==> src/rtl/seq_multiplier.sv <==
// rtl/seq_multiplier.sv - shift-and-add sequential multiplier, signed/unsigned, optional early termination
module seq_multiplier #(
    parameter int WIDTH      = 8,
    parameter int EARLY_TERM = 1
) (
    input  logic                 clk,
    input  logic                 rst,
    input  logic                 start,
    input  logic                 signed_mode,
    input  logic [WIDTH-1:0]     a,
    input  logic [WIDTH-1:0]     b,
    output logic                 busy,
    output logic                 done,
    output logic [2*WIDTH-1:0]   product
);

    localparam int CW = (WIDTH > 1) ? $clog2(WIDTH) : 1;
    localparam logic [CW-1:0] LAST_CNT = CW'(WIDTH - 1);

    typedef enum logic {
        IDLE = 1'b0,
        CALC = 1'b1
    } state_t;

    state_t               state_q, state_d;
    logic [2*WIDTH-1:0]   mcand_q, mcand_d;
    logic [WIDTH-1:0]     mplier_q, mplier_d;
    logic [2*WIDTH-1:0]   acc_q, acc_d;
    logic [CW-1:0]        cnt_q, cnt_d;
    logic                 mode_q, mode_d;
    logic [2*WIDTH-1:0]   product_q, product_d;
    logic                 done_q, done_d;

    // Datapath helpers for the current CALC step.
    logic [2*WIDTH-1:0]   addend;
    logic [2*WIDTH-1:0]   acc_step;
    logic [WIDTH-1:0]     mplier_sh;
    logic                 last_step;

    // One shift-and-add step; the multiplier's sign bit carries negative weight in signed mode,
    // so the final partial product is subtracted instead of added.
    always_comb begin
        addend    = mplier_q[0] ? mcand_q : '0;
        acc_step  = (mode_q && (cnt_q == LAST_CNT)) ? (acc_q - addend) : (acc_q + addend);
        mplier_sh = mplier_q >> 1;
        last_step = (cnt_q == LAST_CNT) || ((EARLY_TERM != 0) && (mplier_sh == '0));
    end

    // Next-state and register-update logic for the IDLE/CALC controller.
    always_comb begin
        state_d   = state_q;
        mcand_d   = mcand_q;
        mplier_d  = mplier_q;
        acc_d     = acc_q;
        cnt_d     = cnt_q;
        mode_d    = mode_q;
        product_d = product_q;
        done_d    = 1'b0;
        case (state_q)
            IDLE: begin
                if (start) begin
                    mcand_d  = {{WIDTH{signed_mode & a[WIDTH-1]}}, a};
                    mplier_d = b;
                    acc_d    = '0;
                    cnt_d    = '0;
                    mode_d   = signed_mode;
                    state_d  = CALC;
                end
            end
            CALC: begin
                acc_d    = acc_step;
                mcand_d  = mcand_q << 1;
                mplier_d = mplier_sh;
                cnt_d    = cnt_q + CW'(1);
                if (last_step) begin
                    product_d = acc_step;
                    done_d    = 1'b1;
                    state_d   = IDLE;
                end
            end
            default: begin
                state_d = IDLE;
            end
        endcase
    end

    // State and datapath registers; reset clears everything and aborts any operation.
    always_ff @(posedge clk) begin
        if (rst) begin
            state_q   <= IDLE;
            mcand_q   <= '0;
            mplier_q  <= '0;
            acc_q     <= '0;
            cnt_q     <= '0;
            mode_q    <= 1'b0;
            product_q <= '0;
            done_q    <= 1'b0;
        end else begin
            state_q   <= state_d;
            mcand_q   <= mcand_d;
            mplier_q  <= mplier_d;
            acc_q     <= acc_d;
            cnt_q     <= cnt_d;
            mode_q    <= mode_d;
            product_q <= product_d;
            done_q    <= done_d;
        end
    end

    assign busy    = (state_q == CALC);
    assign done    = done_q;
    assign product = product_q;

endmodule

==> config.mk <==
export PLATFORM = sky130hd
export DESIGN_NAME = seq_multiplier
export DESIGN_NICKNAME = d
export VERILOG_FILES = /design/src/rtl/seq_multiplier.sv
export SDC_FILE = /design/constraint.sdc
export NUM_CORES = 1
export LEC_CHECK = 0
export CORE_ASPECT_RATIO = 1.25
export CORE_UTILIZATION = 59
export CTS_BUF_LIST = sky130_fd_sc_hd__clkbuf_4
export CTS_CLUSTER_SIZE = 8
export DETAILED_ROUTE_END_ITERATION = 10
export GPL_TIMING_DRIVEN = 0
export PLACE_DENSITY = 0.82
export SLEW_MARGIN = 5
export SYNTH_ARGS = -nofsm -noshare
export SYNTH_HDL_FRONTEND = slang
export SYNTH_SLANG_ARGS = --single-unit
==> constraint.sdc <==
create_clock -name clk -period 4.62 [get_ports clk]
set_clock_uncertainty 0.1 [all_clocks]
set_input_delay 0.462 -clock clk [delete_from_list [all_inputs] [get_ports clk]]
set_output_delay 0.462 -clock clk [all_outputs]
set_load 0.01 [all_outputs]
==> key figures, run 1 <==
Outcome
  • Status: finished clean

Floorplan
  • Horizontal extent of the die: just over 70 um
  • DIE AREA: 0.00657 sq mm
  • Die span in y: around 90 um
  • Initial core utilization: a little over three fifths
  • Boundary Pins: 38
  • Placeable core region: between 0.005 and 0.006 sq mm
  • Std cell rows: 31

Synthesis
  • Top cell type's share of synthesized area: 33.7%
  • Predominant post-synthesis flop cell: dfxtp_1
  • Yosys warning total: 0
  • Share of flip-flops with an asynchronous set or reset after synthesis: 0%
  • Distinct cell type count of the synthesized netlist: 57
  • Cell type with the largest total area after synthesis: dfxtp_1
  • Portion of the post-synthesis area used by sequential elements: between 30% and 40%
  • Post-synthesis net count: 500
  • Post-synthesis sequential element count: 62
  • Ranking of synthesized cells by instance count: a21oi_1, nor2_1, dfxtp_1, nand2_1, clkbuf_1
  • Number of flops mapped to enable cells by yosys: 0
  • Area contributors post-synth: dfxtp_1, a21oi_1, nor2_1
  • Post-synthesis average cell area: about 8 sq um
  • Number of instances in the synthesized netlist: 461
  • Mapped cell area: roughly 0.0037 sq mm

Drt
  • Remaining design rule violation count: 0
  • Vias post-DR: 3529
  • Number of antenna-violating nets in the routed design: 0
  • DR pass1 iterations: 5
  • Wire per inst: about 16 um
  • Iteration-0 DRC count of the detailed router: roughly 200
  • Post-Route WL: roughly 9600 um
  • Vias per Instance: 5.92

Timing
  • Final critical-path required period: 4.27 ns
  • # setup viols final: 0
  • Min Hold Slack: 0.360 ns
  • Setup Total Neg Slack: 0 ns
  • Min setup slack post-route: ~0.35 ns
  • Setup repair after global routing missed its margin: no
  • Peak Freq: approximately 230 MHz
  • Final worst-path cycle share: approximately 92%
  • Headroom to the max-slew limit: 48.1%
  • Final max-slew violation count: 0
  • Transition at the pin with the smallest max-transition slack: between 0.7 and 0.8 ns
  • Number of hold-slack violations in the final timing report: 0

Min path
  • Hold wc startpoint: product[6]
  • Endpoint, Worst Hold: product[6]
  • Count of cells along the worst hold path: 2
  • Path type of the worst min-delay path: register to register

Clocking
  • Clock-pin slew on the worst setup and hold paths: about 0.11 ns
  • CTS tree: built
  • Clock Sink Count: 62
  • Source-to-sink clock delay at the later pin of the worst-skew pair: between 0.4 and 0.5 ns
  • CTS Buffer Depth: 2
  • Post-CTS setup buffers: 0
  • TritonCTS buffer count: 9
  • Root cell of the clock tree: clkbuf_4
  • H-tree depth: 3

Layout
  • Proportion of layout cells with a drive suffix above 1: between 6 and 7%
  • Cell Count, Final, Fillers Out: roughly 600
  • Net count, final: 548
  • Synthesis-to-layout area growth: 16.6%
  • Util after Layout: between 70% and 80%
  • Antenna diode count: 0

Worst setup path
  • Critical Path Slowest Stage Cell: dfxtp_1
  • Startpoint of the lowest-slack register-to-register path: mplier_q[0]
  • Startpoint types: register
  • Critical path cell sequence: clkbuf_2, clkbuf_2, nand2_1, ha_1, a21boi_1, a21oi_1, xor2_1, ha_1, clkbuf_1, a21o_1, a211o_2, nand3b_1, nor3b_1, or3_1, a311oi_1
  • Crit path capture type: register
  • Setup Crit Path Kind: register to register
  • Setup slack of the most critical reg-to-reg path: between 0.3 and 0.4 ns
  • Critical path arrival: 4.50 ns
  • Number of cells on the worst reg-to-reg path: 15
  • Max stage delay on crit path: between 0.4 and 0.5 ns
  • Top fanout value on the critical path: 10
  • Worst endpoint required time: just under 5 ns
  • FF-to-FF End: product[15]

Place
  • Post-placement setup slack: about 0.095 ns
  • Total of buffers placed on input and output ports: 37
  • Final HPWL from detailed placement: slightly above 7000 um
  • Final estimated routing congestion in global placement: just under 0.9
  • Total instance count after detailed placement: 580

Global routing
  • Pin count of the biggest net entering global routing: 12
  • Antenna violations before repair: 0
  • Wire length of the first global-routing pass: approximately 16000 um
  • Sum of overflow across all layers after global routing: 0
  • Total GRT Usage: between 30% and 40%
  • Via count of the first global-routing pass: about 3300

Pwr
  • Total power per unit cell area: between 400 and 500 mW/mm^2
  • Leak Pwr: roughly 1.7 nW
  • Peak supply drop: ~0.27 mV

Run
  • Count of maximum capacitance violations: 0
[metrics by stage]
step / power [mW] / cell area, sq um
after floorplan: 1.22 / 3680
after global placement: 1.42 / 4160
after detailed placement: 1.43 / 4160
after CTS: 1.81 / 4290
after global routing: 1.93 / 4300
final: 1.83 / 4300
[worst max-delay path, delay by kind of cell, from the launching register on]
kind,cells,cell delay [ns]
compound gates,5,1.30
simple gates,4,0.86
buf+inv,3,0.75
flops,1,0.49
fa+ha+maj,2,0.47
xor+xnor,1,0.21
[final cells by class]
cell class	count	area (sq um)
buffer	30	115
clock buffer	10	75.1
clock inverter	6	62.6
fill	524	1600
inverter	8	30.0
multi-input combinational	361	2300
sequential	62	1240
tap	82	103
timing repair buffer	37	370
[cell usage in the layout (no fill, tap or decap), drive strengths merged, types with 3 or more instances in the layout]
cell            n
a211o           3
a211oi          3
a21o           10
a21oi          67
a31oi           4
buf             5
clkbuf         35
clkdlybuf4s50  37
clkinv          3
clkinvlp        3
dfxtp          62
ha             18
inv             7
mux2i          19
nand2          41
nand2b          6
nand3           6
nand3b          3
nand4b          3
nor2           67
nor2b           3
nor3            4
nor3b          23
o211ai          4
o21a            4
o21ai          11
o31ai           4
or3             4
or4             6
xnor2          12
xor2            6
[timing repair]
| action | CTS | global route |
|---|---|---|
| setup endpoints to repair | 0 | 3 |
| hold buffers | 0 | 0 |
| resized for setup | 0 | 5 |
[state kept, by name (all words and copies together) (netlist names)]
name	count
mplier_q	8
done	1
cnt_q	3
mcand_q	16
mode_q	1
busy	1
product	16
acc_q	16
[worst max path at each step]
stage	start	end
2_1_floorplan	mplier_q[0]	product[15]
3_3_place_gp	mplier_q[0]	product[15]
3_5_place_dp	mplier_q[0]	product[15]
4_1_cts	mplier_q[0]	product[15]
5_1_grt	mplier_q[0]	product[15]
6_report	mplier_q[0]	product[15]
[routing by layer]
layer  track usage (%)  routed length [um]  vias up
met5                 0                   0        -
met4              16.7                 393        0
met3              6.14                 530       32
met2              51.2                4570      113
met1              37.3                4100     1652
li1                  -                   -     1732
[report_power, final]
group / internal (mW) / switching [mW]
logic: 0.345 / 0.462
registers: 0.593 / 0.0426
clock network: 0.169 / 0.215
[cells by family (layout without fill, tap and decap cells)]
group,Yosys count,after routing,synth area share (%)
xor+xnor,18,18,4.28
buf+inv,38,91,3.87
simple gates,177,177,24.2
flops,62,62,33.7
fa+ha+maj,19,19,6.66
mux,20,20,5.47
compound gates,127,127,21.8
No activity file was read; power rests on OpenSTA's default activity.
==> run 2: changes to the inputs <==
--- a/config.mk
+++ b/config.mk
@@ -12,6 +12,8 @@
 export DETAILED_ROUTE_END_ITERATION = 10
 export GPL_TIMING_DRIVEN = 0
 export PLACE_DENSITY = 0.82
+export REMOVE_ABC_BUFFERS = 1
+export SETUP_SLACK_MARGIN = 0.2
 export SLEW_MARGIN = 5
 export SYNTH_ARGS = -nofsm -noshare
 export SYNTH_HDL_FRONTEND = slang
==> run 2 against run 1 <==
  * Fmax up 6.7%
  * Sequential power up 1%
  * First-iteration DRC count up 30%
  * Worst setup slack better by 0.27 ns
  * Wire length down 19%
  * Utilization down 0.55 points
  * Clock-buffer cell count down 1
  * Register-to-register slack better by 0.27 ns
  * Hold slack worse by 0.050 ns
  * Global-route usage down 5.5 points
  * Total power up 1.2%
==> key figures, run 2 (synthesis results as in run 1) <==
Outcome
  • Status: finished clean

Timing
  • # setup viols final: 0
  • Final worst-path cycle share: between 80% and 90%
  • Number of hold-slack violations in the final timing report: 0
  • Peak Freq: 250 MHz
  • Min Hold Slack: about 0.31 ns
  • Min setup slack post-route: roughly 0.6 ns
  • Headroom to the max-slew limit: approximately 44%
  • Transition at the pin with the smallest max-transition slack: approximately 0.84 ns
  • Final critical-path required period: 4.00 ns
  • Setup Total Neg Slack: 0 ns
  • Final max-slew violation count: 0
  • Setup repair after global routing missed its margin: no

Layout
  • Cell Count, Final, Fillers Out: approximately 570
  • Antenna diode count: 0
  • Net count, final: around 520
  • Number of filler instances in the final layout: approximately 480
  • Util after Layout: approximately 72%
  • Synthesis-to-layout area growth: 15.8%
  • Proportion of layout cells with a drive suffix above 1: under 10%
  • Leading cell types in the layout, fill and taps excluded: a21oi_1, nor2_1, dfxtp_1
  • Post-route standard cell area excluding fillers: around 0.0043 sq mm
  • Most frequent standard cell in the layout excluding fill and tap cells: a21oi_1

Clocking
  • Clock Sink Count: just over 60
  • H-tree depth: 3
  • Root cell of the clock tree: clkbuf_4
  • Clock-pin slew on the worst setup and hold paths: between 0.1 and 0.15 ns
  • Source-to-sink clock delay at the later pin of the worst-skew pair: 0.42 ns
  • TritonCTS buffer count: 9
  • Post-CTS setup buffers: 0
  • CTS tree: built
  • CTS Buffer Depth: 2

Place
  • Placed instance area: just over 0.004 sq mm
  • Post-placement setup slack: between 0.5 and 0.6 ns
  • Final HPWL from detailed placement: ~5500 um
  • Total instance count after detailed placement: between 500 and 600
  • Total of buffers placed on input and output ports: 37
  • Final estimated routing congestion in global placement: 0.918

Pwr
  • Leak Pwr: between 1.5 and 2 nW
  • Total power per unit cell area: 433 mW/mm^2
  • Peak supply drop: ~0.26 mV
  • Power after layout: approximately 1.8 mW

Floorplan
  • Die span in y: around 90 um
  • Placeable core region: around 0.0059 sq mm
  • Std cell rows: 31
  • DIE AREA: 0.00657 sq mm
  • Horizontal extent of the die: approximately 73 um
  • Initial core utilization: between 60% and 70%
  • Boundary Pins: 38

Drt
  • Vias per Instance: approximately 5.8
  • Number of antenna-violating nets in the routed design: 0
  • Remaining design rule violation count: 0
  • DR pass1 iterations: 5
  • Vias post-DR: between 3000 and 4000
  • Iteration-0 DRC count of the detailed router: between 200 and 300
  • Wire per inst: roughly 14 um
  • Post-Route WL: 7780 um

Global routing
  • Total GRT Usage: ~26%
  • Via count of the first global-routing pass: slightly above 3000
  • Sum of overflow across all layers after global routing: 0
  • Pin count of the biggest net entering global routing: between 50 and 60
  • Antenna violations before repair: 0
  • Wire length of the first global-routing pass: roughly 13000 um

Run
  • Count of maximum capacitance violations: 0

Min path
  • Path type of the worst min-delay path: primary input to register

Worst setup path
  • Startpoint types: register
  • Crit path capture type: register
  • Setup Crit Path Kind: register to register
  • Top fanout value on the critical path: 9
  • Critical path arrival: 4.23 ns
  • Worst endpoint required time: 4.85 ns
  • Setup slack of the most critical reg-to-reg path: between 0.6 and 0.7 ns
## run 2: repair_timing
action | 4_1_cts | 5_1_grt
gates resized for setup | 0 | 1
hold buffers | 0 | 0
hold endpoints to repair | 0 | 0
setup endpoints to repair | 0 | 2
## run 2: layout make-up
type / count / area (sq um) / area share, %
Sequential cell: 62 / 1240 / 29.2
Multi-Input combinational cell: 361 / 2300 / 54.0
Tap cell: 82 / 103 / 2.41
Clock buffer: 9 / 67.6 / 1.58
Timing Repair Buffer: 40 / 420 / 9.86
Inverter: 8 / 30.0 / 0.704
Clock inverter: 7 / 97.6 / 2.29
## run 2: report_power, final
part	leakage [nW]	internal (mW)	switching, mW	total (mW)
Combinational	1.10	0.346	0.419	0.765
Sequential	0.506	0.593	0.0491	0.642
Clock	0.0825	0.221	0.219	0.440
Total	1.69	1.16	0.688	1.85
## run 2: path summary, 6_finish.rpt
kind | from | end | depth (start not counted)
max reg2reg | mcand_q[2] | product[15] | 11
min reg2reg | product[5] | product[5] | 2
min | start | mcand_q[0] | 3
max | mcand_q[2] | product[15] | 11
## run 2: routing by layer
metal / GRT usage (%) / vias to the layer above / part of all wire [%]
met3: 4.02 / 15 / 3.6
met5: 0 / - / 0
li1: - / 1687 / -
met2: 43.6 / 61 / 51
met1: 30.8 / 1529 / 43
met4: 12.1 / 0 / 1.9
## run 2: critical path: stages (launching register included)
cell	delay (ns)
dfxtp_1	0.37
or4_1	0.55
a21boi_0	0.50
a21oi_1	0.24
xor2_1	0.21
ha_1	0.40
a21o_1	0.20
a211o_2	0.35
nand3b_1	0.22
nor3b_1	0.21
or3_1	0.32
a311oi_1	0.25
==> run 3: changes to the inputs <==
--- a/config.mk
+++ b/config.mk
@@ -12,6 +12,7 @@
 export DETAILED_ROUTE_END_ITERATION = 10
 export GPL_TIMING_DRIVEN = 0
 export PLACE_DENSITY = 0.82
+export RECOVER_POWER = 25
 export REMOVE_ABC_BUFFERS = 1
 export SETUP_SLACK_MARGIN = 0.2
 export SLEW_MARGIN = 5
==> run 3 against run 2 <==
  * Cell count unchanged
  * Sequential share of layout area hardly changed
  * Sequential power barely moved
  * Register-to-register slack hardly changed
  * Critical endpoint unchanged
  * Non-clock buffer count unchanged
  * Total power about the same
  * Utilization barely moved
  * Global-route usage unchanged
  * Hold slack unchanged
  * Highest routed layer unchanged
  * Critical path depth unchanged
==> key figures, run 3 (synthesis results as in run 1) <==
Place
  • Total of buffers placed on input and output ports: 37
  • Placed instance area: roughly 0.0041 sq mm
  • Total instance count after detailed placement: about 550
  • Final HPWL from detailed placement: around 5500 um
  • Final estimated routing congestion in global placement: 0.918
  • Post-placement setup slack: 0.556 ns

Timing
  • Transition at the pin with the smallest max-transition slack: around 0.95 ns
  • Number of hold-slack violations in the final timing report: 0
  • Final critical-path required period: between 4 and 5 ns
  • Final max-slew violation count: 0
  • Min Hold Slack: between 0.3 and 0.4 ns
  • Min setup slack post-route: between 0.6 and 0.7 ns
  • Headroom to the max-slew limit: 36.7%
  • Setup Total Neg Slack: 0 ns
  • Final worst-path cycle share: roughly 87%
  • Peak Freq: between 200 and 250 MHz
  • Setup repair after global routing missed its margin: no
  • # setup viols final: 0

Floorplan
  • DIE AREA: between 0.006 and 0.007 sq mm
  • Std cell rows: 31
  • Die span in y: between 90 and 100 um
  • Horizontal extent of the die: approximately 73 um
  • Initial core utilization: a little over three fifths
  • Placeable core region: 0.00590 sq mm
  • Boundary Pins: 38

Worst setup path
  • Crit path capture type: register
  • Critical path arrival: ~4.2 ns
  • Startpoint types: register
  • Setup Crit Path Kind: register to register
  • Worst endpoint required time: just under 5 ns
  • Top fanout value on the critical path: 9

Pwr
  • Power after layout: between 1.5 and 2 mW
  • Total power per unit cell area: roughly 430 mW/mm^2
  • Peak supply drop: 0.261 mV
  • Leak Pwr: roughly 1.7 nW

Global routing
  • Antenna violations before repair: 0
  • Sum of overflow across all layers after global routing: 0
  • Pin count of the biggest net entering global routing: between 50 and 60
  • Via count of the first global-routing pass: slightly above 3000
  • Wire length of the first global-routing pass: about 13000 um
  • Total GRT Usage: 25.6%

Clocking
  • Source-to-sink clock delay at the later pin of the worst-skew pair: 0.42 ns
  • CTS tree: built
  • CTS Buffer Depth: 2
  • Post-CTS setup buffers: 0
  • Clock Sink Count: a little over 60
  • H-tree depth: 3
  • Root cell of the clock tree: clkbuf_4
  • TritonCTS buffer count: 9
  • Clock-pin slew on the worst setup and hold paths: 0.11 ns

Layout
  • Reg area: about 0.0012 sq mm
  • Area occupied by multi-input gates: around 0.0023 sq mm
  • Net count, final: around 520
  • Number of filler instances in the final layout: roughly 480
  • Proportion of layout cells with a drive suffix above 1: under 10%
  • Synthesis-to-layout area growth: 15.7%
  • Antenna diode count: 0
  • Leading cell types in the layout, fill and taps excluded: a21oi_1, nor2_1, dfxtp_1
  • Post-route standard cell area excluding fillers: about 0.0043 sq mm
  • Most frequent standard cell in the layout excluding fill and tap cells: a21oi_1
  • Util after Layout: between 70 and 80%
  • Cell Count, Final, Fillers Out: between 500 and 600

Min path
  • Path type of the worst min-delay path: primary input to register

Drt
  • Vias per Instance: 5.79
  • Iteration-0 DRC count of the detailed router: around 260
  • DR pass1 iterations: 5
  • Number of antenna-violating nets in the routed design: 0
  • Post-Route WL: between 7000 and 8000 um
  • Vias post-DR: between 3000 and 4000
  • Remaining design rule violation count: 0
  • Wire per inst: roughly 14 um

Run
  • Count of maximum capacitance violations: 0

Outcome
  • Status: finished clean
## run 3: cell counts in the layout (fill, tap and decap cells not counted)
No cell type changed its count.
## run 3: path summary, 6_finish.rpt
path / from / end / slack [ns] / depth (start not counted)
max reg2reg: mcand_q[2] / product[15] / 0.62 / 11
min: start / mcand_q[0] / 0.31 / 3
max: mcand_q[2] / product[15] / 0.62 / 11
min reg2reg: product[5] / product[5] / 0.36 / 2
## run 3: repair_timing
| action | 4_1_cts | 5_1_grt |
|---|---|---|
| resized for setup | 0 | 1 |
| hold buffers | 0 | 0 |
| setup endpoints to repair | 0 | 2 |
## run 3: final cells by class
| class | instances | share of cell area, % |
|---|---|---|
| multi-input combinational | 361 | 54.0 |
| sequential | 62 | 29.1 |
| timing repair buffer | 40 | 9.86 |
| tap | 82 | 2.41 |
| clock inverter | 7 | 2.29 |
| clock buffer | 9 | 1.58 |
| inverter | 8 | 0.704 |
## run 3: worst max-delay path, cell delays in order, from the launching register on
cell	delay (ns)
dfxtp_1	0.37
or4_1	0.55
a21boi_0	0.50
a21oi_1	0.24
xor2_1	0.21
ha_1	0.40
a21o_1	0.20
a211o_2	0.35
nand3b_1	0.22
nor3b_1	0.21
or3_1	0.32
a311oi_1	0.25
## run 3: power breakdown
part | leakage [nW] | switching [mW] | internal [mW]
registers | 0.506 | 0.0491 | 0.593
logic | 1.10 | 0.419 | 0.346
clock network | 0.0825 | 0.219 | 0.221
## run 3: layer usage
layer  track usage, %  share of wire [%]  up-vias
li1                 -                  -     1687
met1             30.8                 43     1529
met2             43.6                 51       61
met3             4.02                3.6       15
met4             12.1                1.9        0
met5                0                  0        -
==> RTL edit: new RTL, config.mk and constraints of run 1 <==
Put one more register stage on the output `product`, without a reset. The value now appears one clock later. The other outputs are not delayed to match.
--- a/src/rtl/seq_multiplier.sv
+++ b/src/rtl/seq_multiplier.sv
@@ -109,7 +109,9 @@
 
     assign busy    = (state_q == CALC);
     assign done    = done_q;
-    assign product = product_q;
+    always_ff @(posedge clk) begin
+        product <= product_q;
+    end
 
 endmodule
 
Behaviour: not the same (a bounded check fails within 4 cycles, from zero or initial values and one cycle with rst high).
==> RTL edit against run 1 <==
Critical path type unchanged; worst setup slack lost 190 ps; via count up 11%; critical endpoint is now acc_q[12]; die area up 11%; sequential cell count rose by 16; sequential power rose by 25%; design area up 10%; first-iteration DRC count grew 55%; area after synthesis grew 11%; total power increased by 8.7%; wire length grew 9.3%; maximum frequency down 4.2%; synthesized cell count is 7.4% higher.
==> RTL edit: results (changes against run 1) <==
CTS root buffer clkbuf_4; Antenna Cells 0 (unchanged); GR Util met1 0.333 (-0.0398); r2r startpoint mplier_q[0]; DP Area 4560 um^2 (+9.8%); Hold Path Cell Cnt 0 (-2); Post-synth top cells dfxtp_1, nor2_1, a21oi_1; PortBufs 37 (unchanged); clk_lat worst skew 440 ps; WL per Instance 16.5 um (+2.8%); R2R Setup Slk 160 ps (-190 ps); status finished, final reports clean; clk slew on worst S/H paths 130 ps (+20 ps); Post-Route WL 10,500 um (+9.3%); met2 GRT Util 0.529 (+0.0168); Top delay family on crit path compound AO/OA/AOI/OAI gates; clock tree buffer depth 2 (unchanged); Fin Hold WS 259 ps (-101 ps); data arrival time of the worst path 4750 ps (+250 ps); Post-Synthesis Net Count 534 (+6.8%); hpwl dp 7690 um (+6.0%); layout cells sized above 1 0.0512 (-0.00912); Total GRT Usage 0.303 (-0.00795); Max stage delay on crit path 670 ps (+180 ps); first-pass GRT wire length 17,100 um (+9.7%); Final #Nets 582 (+6.2%); DRT Pass-1 Iters 5 (unchanged); WHS Endpoint product[6]; leakage power 1.81 nW (+7.0%); r2r endpoint acc_q[12]; Mean Syn Cell Area 8.25 um^2 (+3.2%); top post-synthesis cells by area dfxtp_1, a21oi_1, nor2_1, ha_1, mux2i_1; hold_sp product_q[6]; Max VDD drop 0.205 mV (-23%); Worst R2R Path Depth 13 (-2); ys async rst share 0 (unchanged); M3 GR Usage 0.0725 (+0.0111); Slowest-stage cell, CP o311ai_0; initial antenna violation count 0 (unchanged); Inserted Clock Buffers 9 (unchanged); sequential area share after synthesis 0.382 (+0.0455); Final Wtd Congestion 0.875 (+0.40%); Worst Hold Class reg -> reg; Crit Path Max Fanout 10 (unchanged); Synth Warn # 0 (unchanged); largest net degree at the start of global routing 14 (+2); library cells used by synthesis 55 (-3.5%); via count 3,907 (+11%); DP Cell Count 619 (+6.7%); DRT iter0 DRCs 306 (+55%); actual slew at the worst max-slew pin 726 ps (-53.0 ps); CTS H-tree lvls 3 (unchanged); vias in the first global route 3,737 (+12%)
==> RTL edit: worst reg2reg max path, cell delays in order (launching register included) <==
cell and delay [ps]:
dfxtp_1 470, clkbuf_2 290, buf_1 350, nand2_1 140
ha_1 280, a21oi_1 300, xor2_1 230, ha_1 300
o21a_1 130, o31a_1 150, o311ai_0 670, a21boi_0 340
or4_1 560, nand3_1 100
==> RTL edit: metal layers <==
layer | share of wire | vias to the layer above
li1 | - | 1881
met1 | 0.41 | 1821
met2 | 0.49 | 161
met3 | 0.052 | 44
met4 | 0.047 | 0
met5 | 0 | -
==> RTL edit: cell type report <==
type / count / area, um^2
multi-input cells: 380 / 2370
fillers: 562 / 1860
flip-flops and latches: 78 / 1560
repair buffers: 37 / 370
plain buffers: 30 / 125
clock inverters: 6 / 111
well taps: 87 / 109
clock buffers: 9 / 67.6
inverters: 7 / 26.3
==> RTL edit: cell families (layout without fill, tap and decap cells) <==
group | after synthesis | in the layout | synth area share
AO/OA/AOI/OAI | 127 | 127 | 0.186
XOR/XNOR | 12 | 12 | 0.0257
adder cells (fa/ha/maj) | 19 | 19 | 0.0601
buffers and inverters | 37 | 89 | 0.0368
flip-flops | 78 | 78 | 0.382
multiplexers | 20 | 20 | 0.0496
AND/OR/NAND/NOR | 202 | 202 | 0.260
==> RTL edit: timing repair <==
item,in CTS,in global routing
gates resized for setup,0,2
setup endpoints to repair,0,3
buffers inserted,0,0
==> RTL edit: worst max path at each step <==
stage,from,endpoint,slack (ps)
6_report,mplier_q[0],acc_q[12],160
5_1_grt,mplier_q[0],product_q[12],60
4_1_cts,mplier_q[0],acc_q[12],230
3_5_place_dp,mplier_q[0],acc_q[12],270
3_3_place_gp,mplier_q[0],product_q[12],320
2_1_floorplan,mplier_q[0],acc_q[14],1100
==> RTL edit: report_power, final <==
part           internal (mW)  leakage [nW]  switching (mW)
combinational          0.276          1.08           0.403
clock                  0.271        0.0920           0.243
sequential             0.746         0.636          0.0459
total                   1.29          1.81           0.692
==> RTL edit: metrics by stage <==
step,setup slack (ps),power [mW]
2_1_floorplan,1100,1.27
3_3_place_gp,319,1.44
3_5_place_dp,272,1.46
4_1_cts,232,1.97
5_1_grt,63.4,2.09
6_report,163,1.98
